$ cat src/rtl/mips32_reg_dump.sv
// mips32_reg_dump: scans the register file on halt or start and streams tagged words with an XOR checksum
module mips32_reg_dump #(
  parameter int NREGS  = 32,
  parameter int DATA_W = 32
) (
  input  logic              clk1,
  input  logic              rst,
  input  logic              halted,
  input  logic              start,
  output logic              rf_en,
  output logic [4:0]        rf_addr,
  input  logic [DATA_W-1:0] rf_data,
  output logic              out_valid,
  input  logic              out_ready,
  output logic [DATA_W-1:0] out_data,
  output logic [4:0]        out_idx,
  output logic              out_last,
  output logic              busy,
  output logic              done,
  output logic [DATA_W-1:0] csum
);
  typedef enum logic [2:0] {IDLE, READ, WAIT, SEND, DONE} state_t;
  localparam logic [4:0] LAST = 5'(NREGS - 1);
  state_t state_q, state_d;
  logic [4:0] idx_q, idx_d, out_idx_q, out_idx_d;
  logic [DATA_W-1:0] out_data_q, out_data_d, csum_q, csum_d;
  logic halted_q, trig;
  assign trig = start | (halted & ~halted_q);
  always_ff @(posedge clk1) begin
    if (rst) begin
      state_q    <= IDLE;
      idx_q      <= '0;
      out_idx_q  <= '0;
      out_data_q <= '0;
      csum_q     <= '0;
      halted_q   <= 1'b0;
    end else begin
      state_q    <= state_d;
      idx_q      <= idx_d;
      out_idx_q  <= out_idx_d;
      out_data_q <= out_data_d;
      csum_q     <= csum_d;
      halted_q   <= halted;
    end
  end
  always_comb begin
    state_d    = state_q;
    idx_d      = idx_q;
    out_idx_d  = out_idx_q;
    out_data_d = out_data_q;
    csum_d     = csum_q;
    case (state_q)
      IDLE, DONE: if (trig) begin
        state_d = READ;
        idx_d   = '0;
        csum_d  = '0;
      end
      READ: state_d = WAIT;
      WAIT: begin
        state_d    = SEND;
        out_data_d = rf_data;
        out_idx_d  = idx_q;
        csum_d     = csum_q ^ rf_data;
      end
      SEND: if (out_ready) begin
        state_d = (idx_q == LAST) ? DONE : READ;
        idx_d   = (idx_q == LAST) ? idx_q : idx_q + 5'd1;
      end
      default: state_d = IDLE;
    endcase
  end
  always_comb begin
    rf_en     = state_q == READ;
    rf_addr   = idx_q;
    out_valid = state_q == SEND;
    out_data  = out_data_q;
    out_idx   = out_idx_q;
    out_last  = (state_q == SEND) && (out_idx_q == LAST);
    busy      = (state_q == READ) || (state_q == WAIT) || (state_q == SEND);
    done      = state_q == DONE;
    csum      = csum_q;
  end
endmodule

$ cat config.mk
export PLATFORM = sky130hd
export DESIGN_NAME = mips32_reg_dump
export DESIGN_NICKNAME = d
export VERILOG_FILES = /design/src/rtl/mips32_reg_dump.sv
export SDC_FILE = /design/constraint.sdc
export NUM_CORES = 1
export LEC_CHECK = 0
export BUFFER_PORTS_ARGS = -buffer_cell sky130_fd_sc_hd__buf_2
export CORE_MARGIN = 2
export CORE_UTILIZATION = 45
export DETAILED_ROUTE_END_ITERATION = 6
export GPL_TIMING_DRIVEN = 1
export PLACE_DENSITY_LB_ADDON = 0.2
export REMOVE_ABC_BUFFERS = 1
export SETUP_SLACK_MARGIN = 0.02
export SYNTH_ARGS = -nofsm -noshare
export SYNTH_HDL_FRONTEND = slang
export SYNTH_SLANG_ARGS = --single-unit
$ cat constraint.sdc
create_clock -name clk1 -period 3.2 [get_ports clk1]
set_clock_uncertainty 0.05 [all_clocks]
set_input_delay 0.64 -clock clk1 [delete_from_list [all_inputs] [get_ports clk1]]
set_output_delay 0.64 -clock clk1 [all_outputs]
set_load 0.02 [all_outputs]
After elaboration in Yosys (flattened, before gate mapping)
Index checks and enable logic that the tools add are counted.
{ "totals": {"word_cells": 40, "register_bits": 78, "input_bits": 37} }
{ "classes": {"reduce_logical": 10, "n_bitwise": 4, "add_sub_neg": 1, "n_eq_ne": 9, "muxes": 10} }
{ "op_table": {"columns": ["operator", "n"], "rows": [
  ["$pmux W32 S2", 1],
  ["$mux W32", 1],
  ["$xor A32 B32 Y32", 1],
  ["$mux W5", 3],
  ["$pmux W3 S4", 1],
  ["$eq A5 B5 Y1 const B", 2],
  ["$pmux W5 S2", 1],
  ["$mux W3", 3],
  ["$eq A3 B2 Y1 const B", 2],
  ["$add A5 B1 Y5 const B", 1],
  ["$ne A2 B2 Y1 const B", 2],
  ["$reduce_and A2 Y1", 2],
  ["$reduce_and A4 Y1", 1],
  ["$reduce_bool A2 Y1", 2],
  ["$eq A3 B1 Y1 const B", 1],
  ["$eq A3 B3 Y1 const B", 1],
  ["$logic_not A3 Y1", 1],
  ["$logic_or A1 B1 Y1", 2],
  ["$ne A2 B1 Y1 const B", 1],
  ["$reduce_or A2 Y1", 1],
  ["$and A1 B1 Y1", 1],
  ["$logic_and A1 B1 Y1", 1],
  ["$not A1 Y1", 1],
  ["$or A1 B1 Y1", 1]
]} }

Logic depth before layout (Yosys ltp)
Gate-level depths: netlist of the first run.
{ "depth": {"depth_word": 5, "ltp_mapped": 7, "depth_no_buf": 6} }

Worst setup path before layout of the first run
OpenSTA, ideal clock, no wires.
{ "synth_timing": {"path_kind": "register to register", "from": "reg idx_q[0] (netlist: rf_addr[0])", "to": "reg idx_q[3] (netlist: rf_addr[3])", "required_time_ns": 3.076, "period_less_slack_ns": 2.119, "stages_incl_launch_ff": 8, "setup_time_ns": 0.074, "path_buffers": 1, "slack_ns": 1.081, "arrival_time_ns": 1.995, "path_cell_list": "dfxtp_1 -> ha_1 -> and3_1 -> ha_1 -> or3_1 -> clkbuf_2 -> or3_1 -> a31oi_1"} }
{ "synth_between": {"elab_chain_cells": 4, "word_cells_on_any_way": 7} }
{ "synth_lines": {"columns": ["item", "line_no", "rtl"], "rows": [
  ["start, declared", "25", "logic [4:0] idx_q, idx_d, out_idx_q, out_idx_d;"],
  ["start signal, assigned", "39", "idx_q <= idx_d;"],
  ["$add A5 B1 Y5", "67", "idx_d = (idx_q == LAST) ? idx_q : idx_q + 5'd1;"],
  ["$mux W5", "67", null],
  ["$mux W5", "65", "SEND: if (out_ready) begin"],
  ["$pmux W5 S2", "52", "case (state_q)"]
]} }
Parallel ways exist; a longest one is shown, timed or not. The select of a mux whose other input is x is not followed.
A chain may end at the register's enable or synchronous reset.

Worst setup path in the final report of the first run
{ "layout_timing": {"from": "reg state_q[2]", "to": "out out_last"} }
{ "layout_between": {"elab_chain_cells": 2} }
{ "layout_lines": {"columns": ["item", "line_no", "rtl"], "rows": [
  ["start, declared", "24", "state_t state_q, state_d;"],
  ["start signal, assigned", "38", "state_q <= state_d;"],
  ["$eq A3 B2 Y1", "78", "out_last = (state_q == SEND) && (out_idx_q == LAST);"],
  ["$logic_and A1 B1 Y1", "78", null],
  ["end, declared", "17", "output logic out_last,"]
]} }
Every way passes these cells.

==> flow_metrics.env, run 1 <==
export IMPL_status="completed"
export IMPL_drc=0
export IMPL_cts_resized=0
export IMPL_crit_chain="and2b_2 > and2_0 > and3_1 > buf_2"
export IMPL_slew_viol_final=0
export IMPL_rr_startpoint="rf_addr[0]$_SDFFE_PP0P_"
export IMPL_hold_path_startpoint="out_data[29]$_SDFFE_PP0P_"
export IMPL_syn2layout_area_growth_pct=29.3
export IMPL_routed_via_density=5.19
export IMPL_synthTopCellsByCount="dfxtp_1 (78), nand2_1 (77), a21oi_1 (40)"
export IMPL_ys_warn_count=0
export IMPL_crit_required_ps=2510
export IMPL_cp_start_kind="flip-flop"
export IMPL_vdd_drop_max_mv=0.356
export IMPL_nets=468
export IMPL_clkTransAtPathRegs_ps=70
export IMPL_dpl_hpwl_um=4490
export IMPL_worstHoldPathType="reg2reg"
export IMPL_cts_tree="done"
export IMPL_syn_area_per_cell_um2=8.86
export IMPL_multi_input_area_um2=1210
export IMPL_dp_cells=495
export IMPL_fp_dieArea_um2=7010
export IMPL_ys_async_sr_fraction_pct=0
export IMPL_synth_area_top_cells="dfxtp_1 (55%), nand2_1 (10%), a31o_2 (9.8%), a21oi_1 (7.0%), nor3_1 (5.8%)"
export IMPL_maxCapViolCount=0
export IMPL_utilization_pct=59.3
export IMPL_rsz0062_at_grt="false"
export IMPL_synth_edf_count=0
export IMPL_h_tree_depth=3
export IMPL_synth_lib_cells_used_distinct=28
export IMPL_fp_coreArea_um2=6240
export IMPL_finalSetupViolations=0
export IMPL_p_total_mw=2.25
export IMPL_yosysTopAreaCell="dfxtp_1"
export IMPL_min_to="out_data[29]$_SDFFE_PP0P_"
export IMPL_synth_ff_type="dfxtp_1"
export IMPL_hold_ws_ps=402
export IMPL_hold_buffers=0
export IMPL_vias=2647
export IMPL_path_max_fanout=7
export IMPL_die_height_um=83.7
export IMPL_syn_area_um2=2860
export IMPL_power_density_nw_per_um2=608
export IMPL_path_delay_family="simple AND/OR/NAND/NOR gates"
export IMPL_first_global_vias=2420
export IMPL_cts_setup_buffers=0
export IMPL_ios=116
export IMPL_worst_pin_slew_ps=847
export IMPL_worstHoldPathCells=2
export IMPL_globalRouteOverflowTotal=0
export IMPL_firstDrtPassIters=4
export IMPL_synth_most_common_cell="dfxtp_1"
export IMPL_rrSetupSlack_ps=1060
export IMPL_grtUsageTotal_pct=19.3
export IMPL_finalCriticalPeriod_ps=2350
export IMPL_arrival_ps=1660
export IMPL_synthCells=323
export IMPL_n_antenna_cell=0
export IMPL_critical_path_class="reg2out"
export IMPL_crit_path_top_delay_cell="dfxtp_1"
export IMPL_worst_path_buf_inv=1
export IMPL_fillCellCount=619
export IMPL_min_period_over_period_pct=73.5
export IMPL_cts_root_buffer="clkbuf_8"
export IMPL_clock_sinks=78
export IMPL_grt_pass1_wl_um=11100
export IMPL_seq_area_um2=1560
export IMPL_clk_latency_ps=330
export IMPL_grt_max_degree=60
export IMPL_drt_iter0_drc=114
export IMPL_num_rows=29
export IMPL_detail_route_antenna_nets=0
export IMPL_io_buffers=115
export IMPL_setup_worst_path_end_class="output pin"
export IMPL_fin_cells=510
export IMPL_wl_per_cell_um=13.2
export IMPL_place_congestion=0.781
export IMPL_cts_buffers=9
export IMPL_slew_limit_headroom_pct=43.5
export IMPL_drive_gt1_share_pct=39.5
export IMPL_ys_seq_area_share_pct=54.6
export IMPL_initial_utilization_pct=45.9
export IMPL_synth_seq_cells=78
export IMPL_wl_um=6720
export IMPL_antenna_found_initial=0
export IMPL_clock_fmax_mhz=425
export IMPL_hold_violations=0
export IMPL_clockBufferDepth=2
export IMPL_p_leak_nw=1.70
export IMPL_reg2reg_depth=6
export IMPL_crit_path_max_incr_delay_ps=450
export IMPL_r2r_end="rf_addr[3]$_SDFFE_PP0P_"
export IMPL_fin_setup_tns_ps=0
export IMPL_synth_top_area_share_pct=54.6
export IMPL_die_width_um=83.7
[worst max-delay path by stage]
stage                             from  depth (start not counted)                    end  slack, ps
2_1_floorplan                   halted                          4  csum[10]$_SDFFE_PP0P_        610
3_3_place_gp                    halted                          6  csum[13]$_SDFFE_PP0P_       1110
3_5_place_dp                    halted                          6  csum[11]$_SDFFE_PP0P_       1050
4_1_cts        state_q[2]$_SDFFE_PP0P_                          4               out_last        840
5_1_grt        state_q[0]$_SDFFE_PP0P_                          4               out_last        760
6_report       state_q[2]$_SDFFE_PP0P_                          4               out_last        850
[cell type report]
type	instances	share of cell area, %
Tap cell	77	2.60
Timing Repair Buffer	118	16.5
Clock buffer	11	4.09
Sequential cell	78	42.2
Clock inverter	4	1.89
Multi-Input combinational cell	222	32.7
[state kept, by name (all words and copies together) (netlist names)]
register	count
halted_q	1
csum	32
out_idx	5
out_data	32
state_q	3
rf_addr	5
[kinds of logic (layout without fill, tap and decap cells)]
logic type	after synthesis	count (layout)	synth area share (%)
simple gates	143	143	23.2
flops	78	78	54.6
fa+ha+maj	2	2	0.874
buf+inv	23	133	3.45
compound gates	77	77	17.9
[layout by cell type (no fill, tap or decap)]
| master | netlist | routed |
|---|---|---|
| buf_12 | 0 | 1 |
| buf_2 | 9 | 115 |
| nand3b_1 | 3 | 3 |
| nand4b_1 | 1 | 1 |
| o21ai_1 | 1 | 1 |
| nor3_1 | 33 | 33 |
| buf_4 | 0 | 2 |
| and2b_2 | 1 | 1 |
| a21oi_1 | 40 | 40 |
| nand4_1 | 2 | 2 |
| nand3_1 | 8 | 8 |
| and4_1 | 1 | 1 |
| and2_2 | 1 | 1 |
| or3_1 | 2 | 2 |
| o31ai_1 | 1 | 1 |
| a31oi_1 | 3 | 3 |
| nand2_1 | 77 | 77 |
| ha_1 | 2 | 2 |
| bufinv_16 | 0 | 2 |
| and2_0 | 1 | 1 |
| dfxtp_1 | 78 | 78 |
| clkinv_2 | 0 | 2 |
| nor2b_2 | 0 | 1 |
| a31o_2 | 32 | 32 |
| nor3b_4 | 0 | 1 |
| or3b_2 | 2 | 2 |
| and3_1 | 2 | 2 |
| clkbuf_8 | 0 | 11 |
| nand2b_1 | 1 | 1 |
| nor2_1 | 4 | 4 |
| nor2b_1 | 3 | 2 |
[stage by stage]
| step | setup WS [ps] | instance area [um^2] |
|---|---|---|
| floorplan | 610 | 2760 |
| global placement | 1110 | 3480 |
| detailed placement | 1050 | 3480 |
| CTS | 843 | 3700 |
| global route | 758 | 3700 |
| finish | 847 | 3700 |
[tightest hold or removal path: stages (launching register included)]
cell	delay, ps
dfxtp_1	310
nand2_1	50
a21oi_1	50
[power breakdown]
part | internal, mW | leakage, nW | total [mW] | switching, mW
Combinational | 0.125 | 0.953 | 0.368 | 0.243
Sequential | 1.03 | 0.634 | 1.08 | 0.0420
Clock | 0.475 | 0.115 | 0.805 | 0.330
[layer usage]
layer  vias to the layer above  routed length, um  global-route usage, %
met5                         -                  0                      0
met4                         0                101                   7.18
met3                        10                541                   7.02
met2                        81               3040                   31.2
met1                      1204               3030                   23.6
li1                       1352                  -                      -
(Power assumes the default switching activity.)
==> run 2: changes to the inputs <==
==> constraint.sdc (replaced) <==
create_clock -name clk1 -period 2.28 [get_ports clk1]
set_clock_uncertainty 0.05 [all_clocks]
set_input_delay 0.456 -clock clk1 [delete_from_list [all_inputs] [get_ports clk1]]
set_output_delay 0.456 -clock clk1 [all_outputs]
set_load 0.02 [all_outputs]
==> run 2 against run 1 <==
Non-clock buffer count is 5 higher. Register-to-register slack worse by 770 ps. Global-route usage rose by 0.20 points. Clock power rose by 12%. Wire length rose by 0.27%. Sequential share of layout area grew 0.19 points. Total power rose by 31%. Flip-flop and latch count did not move. Via count is 0.72% lower. Critical path depth unchanged. Highest routed layer unchanged.
==> flow_metrics.env, run 2 (synthesis gave the netlist of run 1 again) <==
export IMPL_status="completed"
export IMPL_cts_setup_buffers=0
export IMPL_cts_resized=0
export IMPL_path_max_fanout=7
export IMPL_wl_um=6740
export IMPL_drive_gt1_share_pct=39.5
export IMPL_combPwrFrac_pct=18.1
export IMPL_hold_buffers=0
export IMPL_grtUsageTotal_pct=19.5
export IMPL_slew_viol_final=0
export IMPL_power_density_nw_per_um2=798
export IMPL_switching_share_pct=29.0
export IMPL_clockBufferDepth=2
export IMPL_critical_path_class="reg2out"
export IMPL_die_width_um=83.7
export IMPL_vdd_drop_max_mv=0.481
export IMPL_antenna_found_initial=0
export IMPL_cts_root_buffer="clkbuf_8"
export IMPL_clockPowerShare_pct=30.6
export IMPL_final_cell_area_um2=3680
export IMPL_wl_per_cell_um=13.1
export IMPL_place_ws_ps=303
export IMPL_pwr_share_seq_pct=51.3
export IMPL_n_antenna_cell=0
export IMPL_clk_latency_ps=330
export IMPL_initial_utilization_pct=45.9
export IMPL_first_global_vias=2395
export IMPL_crit_path_start="state_q[2]$_SDFFE_PP0P_"
export IMPL_layout_commonest_cell="buf_2"
export IMPL_grt_max_degree=55
export IMPL_crit_chain="and2b_2 > and2_0 > and3_1 > buf_2"
export IMPL_arrival_ps=1630
export IMPL_detail_route_antenna_nets=0
export IMPL_rr_startpoint="rf_addr[0]$_SDFFE_PP0P_"
export IMPL_finalSetupViolations=0
export IMPL_fin_setup_tns_ps=0
export IMPL_nets=473
export IMPL_slew_limit_headroom_pct=41.7
export IMPL_p_sw_mw=0.853
export IMPL_cts_buffers=9
export IMPL_grt_pass1_wl_um=11000
export IMPL_hold_ws_ps=307
export IMPL_clock_sinks=78
export IMPL_setup_worst_path_end_class="output pin"
export IMPL_num_rows=29
export IMPL_vias=2628
export IMPL_min_period_over_period_pct=93.6
export IMPL_fp_dieArea_um2=7010
export IMPL_fp_coreArea_um2=6240
export IMPL_drt_iter0_drc=96
export IMPL_layout_common_cells="buf_2 (115), dfxtp_1 (78), nand2_1 (77)"
export IMPL_syn2layout_area_growth_pct=28.7
export IMPL_hold_path_startpoint="halted"
export IMPL_crit_path_top_delay_cell="dfxtp_1"
export IMPL_cts_tree="done"
export IMPL_io_buffers=115
export IMPL_clock_fmax_mhz=469
export IMPL_cp_start_kind="flip-flop"
export IMPL_h_tree_depth=3
export IMPL_dpl_hpwl_um=4570
export IMPL_maxCapViolCount=0
export IMPL_ios=116
export IMPL_die_height_um=83.7
export IMPL_routed_via_density=5.10
export IMPL_drc=0
export IMPL_intPower_mw=2.09
export IMPL_crit_required_ps=1770
export IMPL_worstHoldPathType="in2reg"
export IMPL_place_congestion=0.788
export IMPL_worst_pin_slew_ps=875
export IMPL_rsz0062_at_grt="false"
export IMPL_worst_slack_ps=147
export IMPL_dpl_instance_area_um2=3520
export IMPL_hold_violations=0
export IMPL_firstDrtPassIters=4
export IMPL_crit_path_max_incr_delay_ps=450
export IMPL_finalCriticalPeriod_ps=2130
export IMPL_clkTransAtPathRegs_ps=70
export IMPL_globalRouteOverflowTotal=0
export IMPL_p_leak_nw=1.70
## run 2: cell count changes in the layout (fill, tap and decap cells not counted)
cell / before / now
buf_4: 2 / 7
clkinv_2: 2 / 1
bufinv_16: 2 / 0
clkbuf_1: 0 / 3
## run 2: critical path: cells and delay by family, from the launching register on
family | cells | cell delay, ps
buf+inv | 1 | 150
flops | 1 | 450
simple gates | 3 | 700
## run 2: through the flow
| step | cells | utilization, % | power, mW |
|---|---|---|---|
| global placement | 500 | 56.3 | 2.07 |
| detailed placement | 500 | 56.3 | 2.08 |
| floorplan | 300 | - | 1.84 |
| global route | 515 | 59.0 | 3.08 |
| finish | 515 | 59.0 | 2.94 |
| CTS | 515 | 59.0 | 2.98 |
## run 2: path summary, 6_finish.rpt
check	end	slack, ps	cells past startpoint
worst max-delay path	out_last	150	4
worst min-delay path	halted_q$_SDFF_PP0_	310	2
worst max register to register	rf_addr[3]$_SDFFE_PP0P_	290	6
worst min register to register	out_data[22]$_SDFFE_PP0P_	400	2
## run 2: layer usage
layer,track usage [%],up-vias,share of wire (%)
met2,31.3,78,47
li1,-,1364,-
met5,0,-,0
met1,24.5,1178,45
met3,5.54,8,6.9
met4,8.65,0,1.2
## run 2: layout make-up
cell class / count / area (um^2)
Fill cell: 612 / 2560
Sequential cell: 78 / 1560
Multi-Input combinational cell: 222 / 1210
Timing Repair Buffer: 123 / 648
Clock buffer: 14 / 163
Tap cell: 77 / 96.3
Clock inverter: 1 / 5.00
## run 2: power by group through the flow
stage	clock [mW]	combinational [mW]	sequential, mW
2_1_floorplan	0	0.206	1.64
3_3_place_gp	0	0.531	1.54
3_5_place_dp	0	0.539	1.54
4_1_cts	0.928	0.541	1.51
5_1_grt	0.981	0.580	1.52
6_report	0.900	0.531	1.51
==> run 3: changes to the inputs <==
--- a/config.mk
+++ b/config.mk
@@ -6,7 +6,6 @@
 export NUM_CORES = 1
 export LEC_CHECK = 0
 export BUFFER_PORTS_ARGS = -buffer_cell sky130_fd_sc_hd__buf_2
-export CORE_MARGIN = 2
 export CORE_UTILIZATION = 45
 export DETAILED_ROUTE_END_ITERATION = 6
 export GPL_TIMING_DRIVEN = 1
==> run 3 against run 2 <==
Critical path type unchanged. Flip-flop and latch count is the same. Clock power shrank 2.8%. Non-clock buffer count shrank 1. Wire length shrank 0.18%. Worst setup slack gained 79 ps.
==> flow_metrics.env, run 3 (synthesis gave the netlist of run 1 again) <==
export IMPL_crit_required_ps=1770
export IMPL_min_period_over_period_pct=90.1
export IMPL_cts_root_buffer="clkbuf_8"
export IMPL_highest_layer="met4"
export IMPL_detail_route_antenna_nets=0
export IMPL_setup_worst_path_end_class="output pin"
export IMPL_syn2layout_area_growth_pct=28.6
export IMPL_critical_path_class="reg2out"
export IMPL_clock_fmax_mhz=487
export IMPL_ios=116
export IMPL_p_total_mw=2.92
export IMPL_clkTransAtPathRegs_ps=80
export IMPL_status="completed"
export IMPL_arrival_ps=1550
export IMPL_p_leak_nw=1.70
export IMPL_wl_met1_um=2980
export IMPL_path_max_fanout=6
export IMPL_layout_common_cells="buf_2 (115), nand2_1 (77), dfxtp_1 (77)"
export IMPL_switching_share_pct=28.9
export IMPL_fp_coreArea_um2=6030
export IMPL_initial_utilization_pct=47.5
export IMPL_routed_via_density=5.29
export IMPL_slew_limit_headroom_pct=41.1
export IMPL_pwr_share_seq_pct=51.7
export IMPL_crit_chain="and2b_2 > and2_1 > and3_1 > buf_2"
export IMPL_grt_pass1_wl_um=10500
export IMPL_hold_buffers=0
export IMPL_drive_gt1_share_pct=40.0
export IMPL_vdd_drop_max_mv=0.427
export IMPL_power_density_nw_per_um2=794
export IMPL_n_antenna_cell=0
export IMPL_clk_latency_ps=330
export IMPL_seq_area_um2=1560
export IMPL_nets=472
export IMPL_met2_wirelength_um=3180
export IMPL_drc=0
export IMPL_die_width_um=81.7
export IMPL_hold_violations=0
export IMPL_clockBufferDepth=2
export IMPL_path_delay_family="simple AND/OR/NAND/NOR gates"
export IMPL_maxCapViolCount=0
export IMPL_worst_path_buf_inv=1
export IMPL_utilization_pct=61.1
export IMPL_io_buffers=115
export IMPL_fp_dieArea_um2=6680
export IMPL_num_rows=28
export IMPL_cts_buffers=9
export IMPL_cts_tree="done"
export IMPL_intPower_mw=2.08
export IMPL_combPwrFrac_pct=18.3
export IMPL_clock_sinks=78
export IMPL_wl_um=6730
export IMPL_clockPowerShare_pct=29.9
export IMPL_crit_path_top_delay_cell="dfxtp_1"
export IMPL_layout_commonest_cell="buf_2"
export IMPL_multi_input_area_um2=1210
export IMPL_firstDrtPassIters=4
export IMPL_grt_max_degree=80
export IMPL_finalCriticalPeriod_ps=2050
export IMPL_worst_pin_slew_ps=883
export IMPL_fillCellCount=562
export IMPL_drt_iter0_drc=116
export IMPL_cp_start_kind="flip-flop"
export IMPL_h_tree_depth=3
export IMPL_crit_path_max_incr_delay_ps=450
export IMPL_antenna_found_initial=0
export IMPL_vias=2698
export IMPL_met3WireLength_um=438
export IMPL_rsz0062_at_grt="false"
export IMPL_grtUsageTotal_pct=20.7
export IMPL_place_congestion=0.803
export IMPL_cts_setup_buffers=0
export IMPL_wl_per_cell_um=13.2
export IMPL_worstHoldPathType="in2reg"
export IMPL_slew_viol_final=0
export IMPL_finalSetupViolations=0
export IMPL_p_sw_mw=0.845
export IMPL_first_global_vias=2418
export IMPL_dpl_hpwl_um=4530
export IMPL_die_height_um=81.7
export IMPL_globalRouteOverflowTotal=0
## run 3: cell count changes in the layout (fill, tap and decap cells not counted), sizes merged
cell | before | now
clkinv | 1 | 2
buf | 123 | 122
clkbuf | 14 | 11
## run 3: path summary, 6_finish.rpt
check	from	slack, ps	end	depth (start not counted)
setup / recovery	state_q[0]$_SDFFE_PP0P_	230	out_last	4
hold / removal	halted	300	halted_q$_SDFF_PP0_	2
setup reg to reg	rf_addr[0]$_SDFFE_PP0P_	290	rf_addr[3]$_SDFFE_PP0P_	6
hold reg to reg	out_data[2]$_SDFFE_PP0P_	400	out_data[2]$_SDFFE_PP0P_	2
## run 3: per-layer routing
metal	global-route usage [%]	vias to the layer above
li1	-	1358
met1	23.6	1251
met2	35.5	78
met3	6.22	11
met4	9.30	0
met5	0	-
## run 3: timing repair
action                                  in CTS  in global routing
gates resized for setup                      0                  2
endpoints found under the hold margin        0                  0
endpoints found under the setup margin       0                  1
## run 3: area by class of cell
cell class / instances / area share, %
Sequential cell: 78 / 42.5
Multi-Input combinational cell: 222 / 32.9
Timing Repair Buffer: 122 / 17.7
Clock buffer: 11 / 4.11
Tap cell: 75 / 2.55
Clock inverter: 2 / 0.272
## run 3: power groups by stage
stage                     Combinational (mW)  Clock (mW)  Sequential, mW
after CTS                              0.542       0.897            1.51
after global routing                   0.584       0.953            1.52
after global placement                 0.533           0            1.54
after floorplan                        0.206           0            1.64
final                                  0.535       0.875            1.51
after detailed placement               0.541           0            1.54
## run 3: per-stage QoR
step                area [um^2]  TNS (ps)  hold slack [ps]  cells  setup slack (ps)
floorplan                  2760     -3870              475    300              -126
global placement           3520         0              388    497               331
detailed placement         3520         0              396    497               302
CTS                        3680         0              292    510               109
global route               3680         0              292    510              88.2
finish                     3680         0              305    510               226
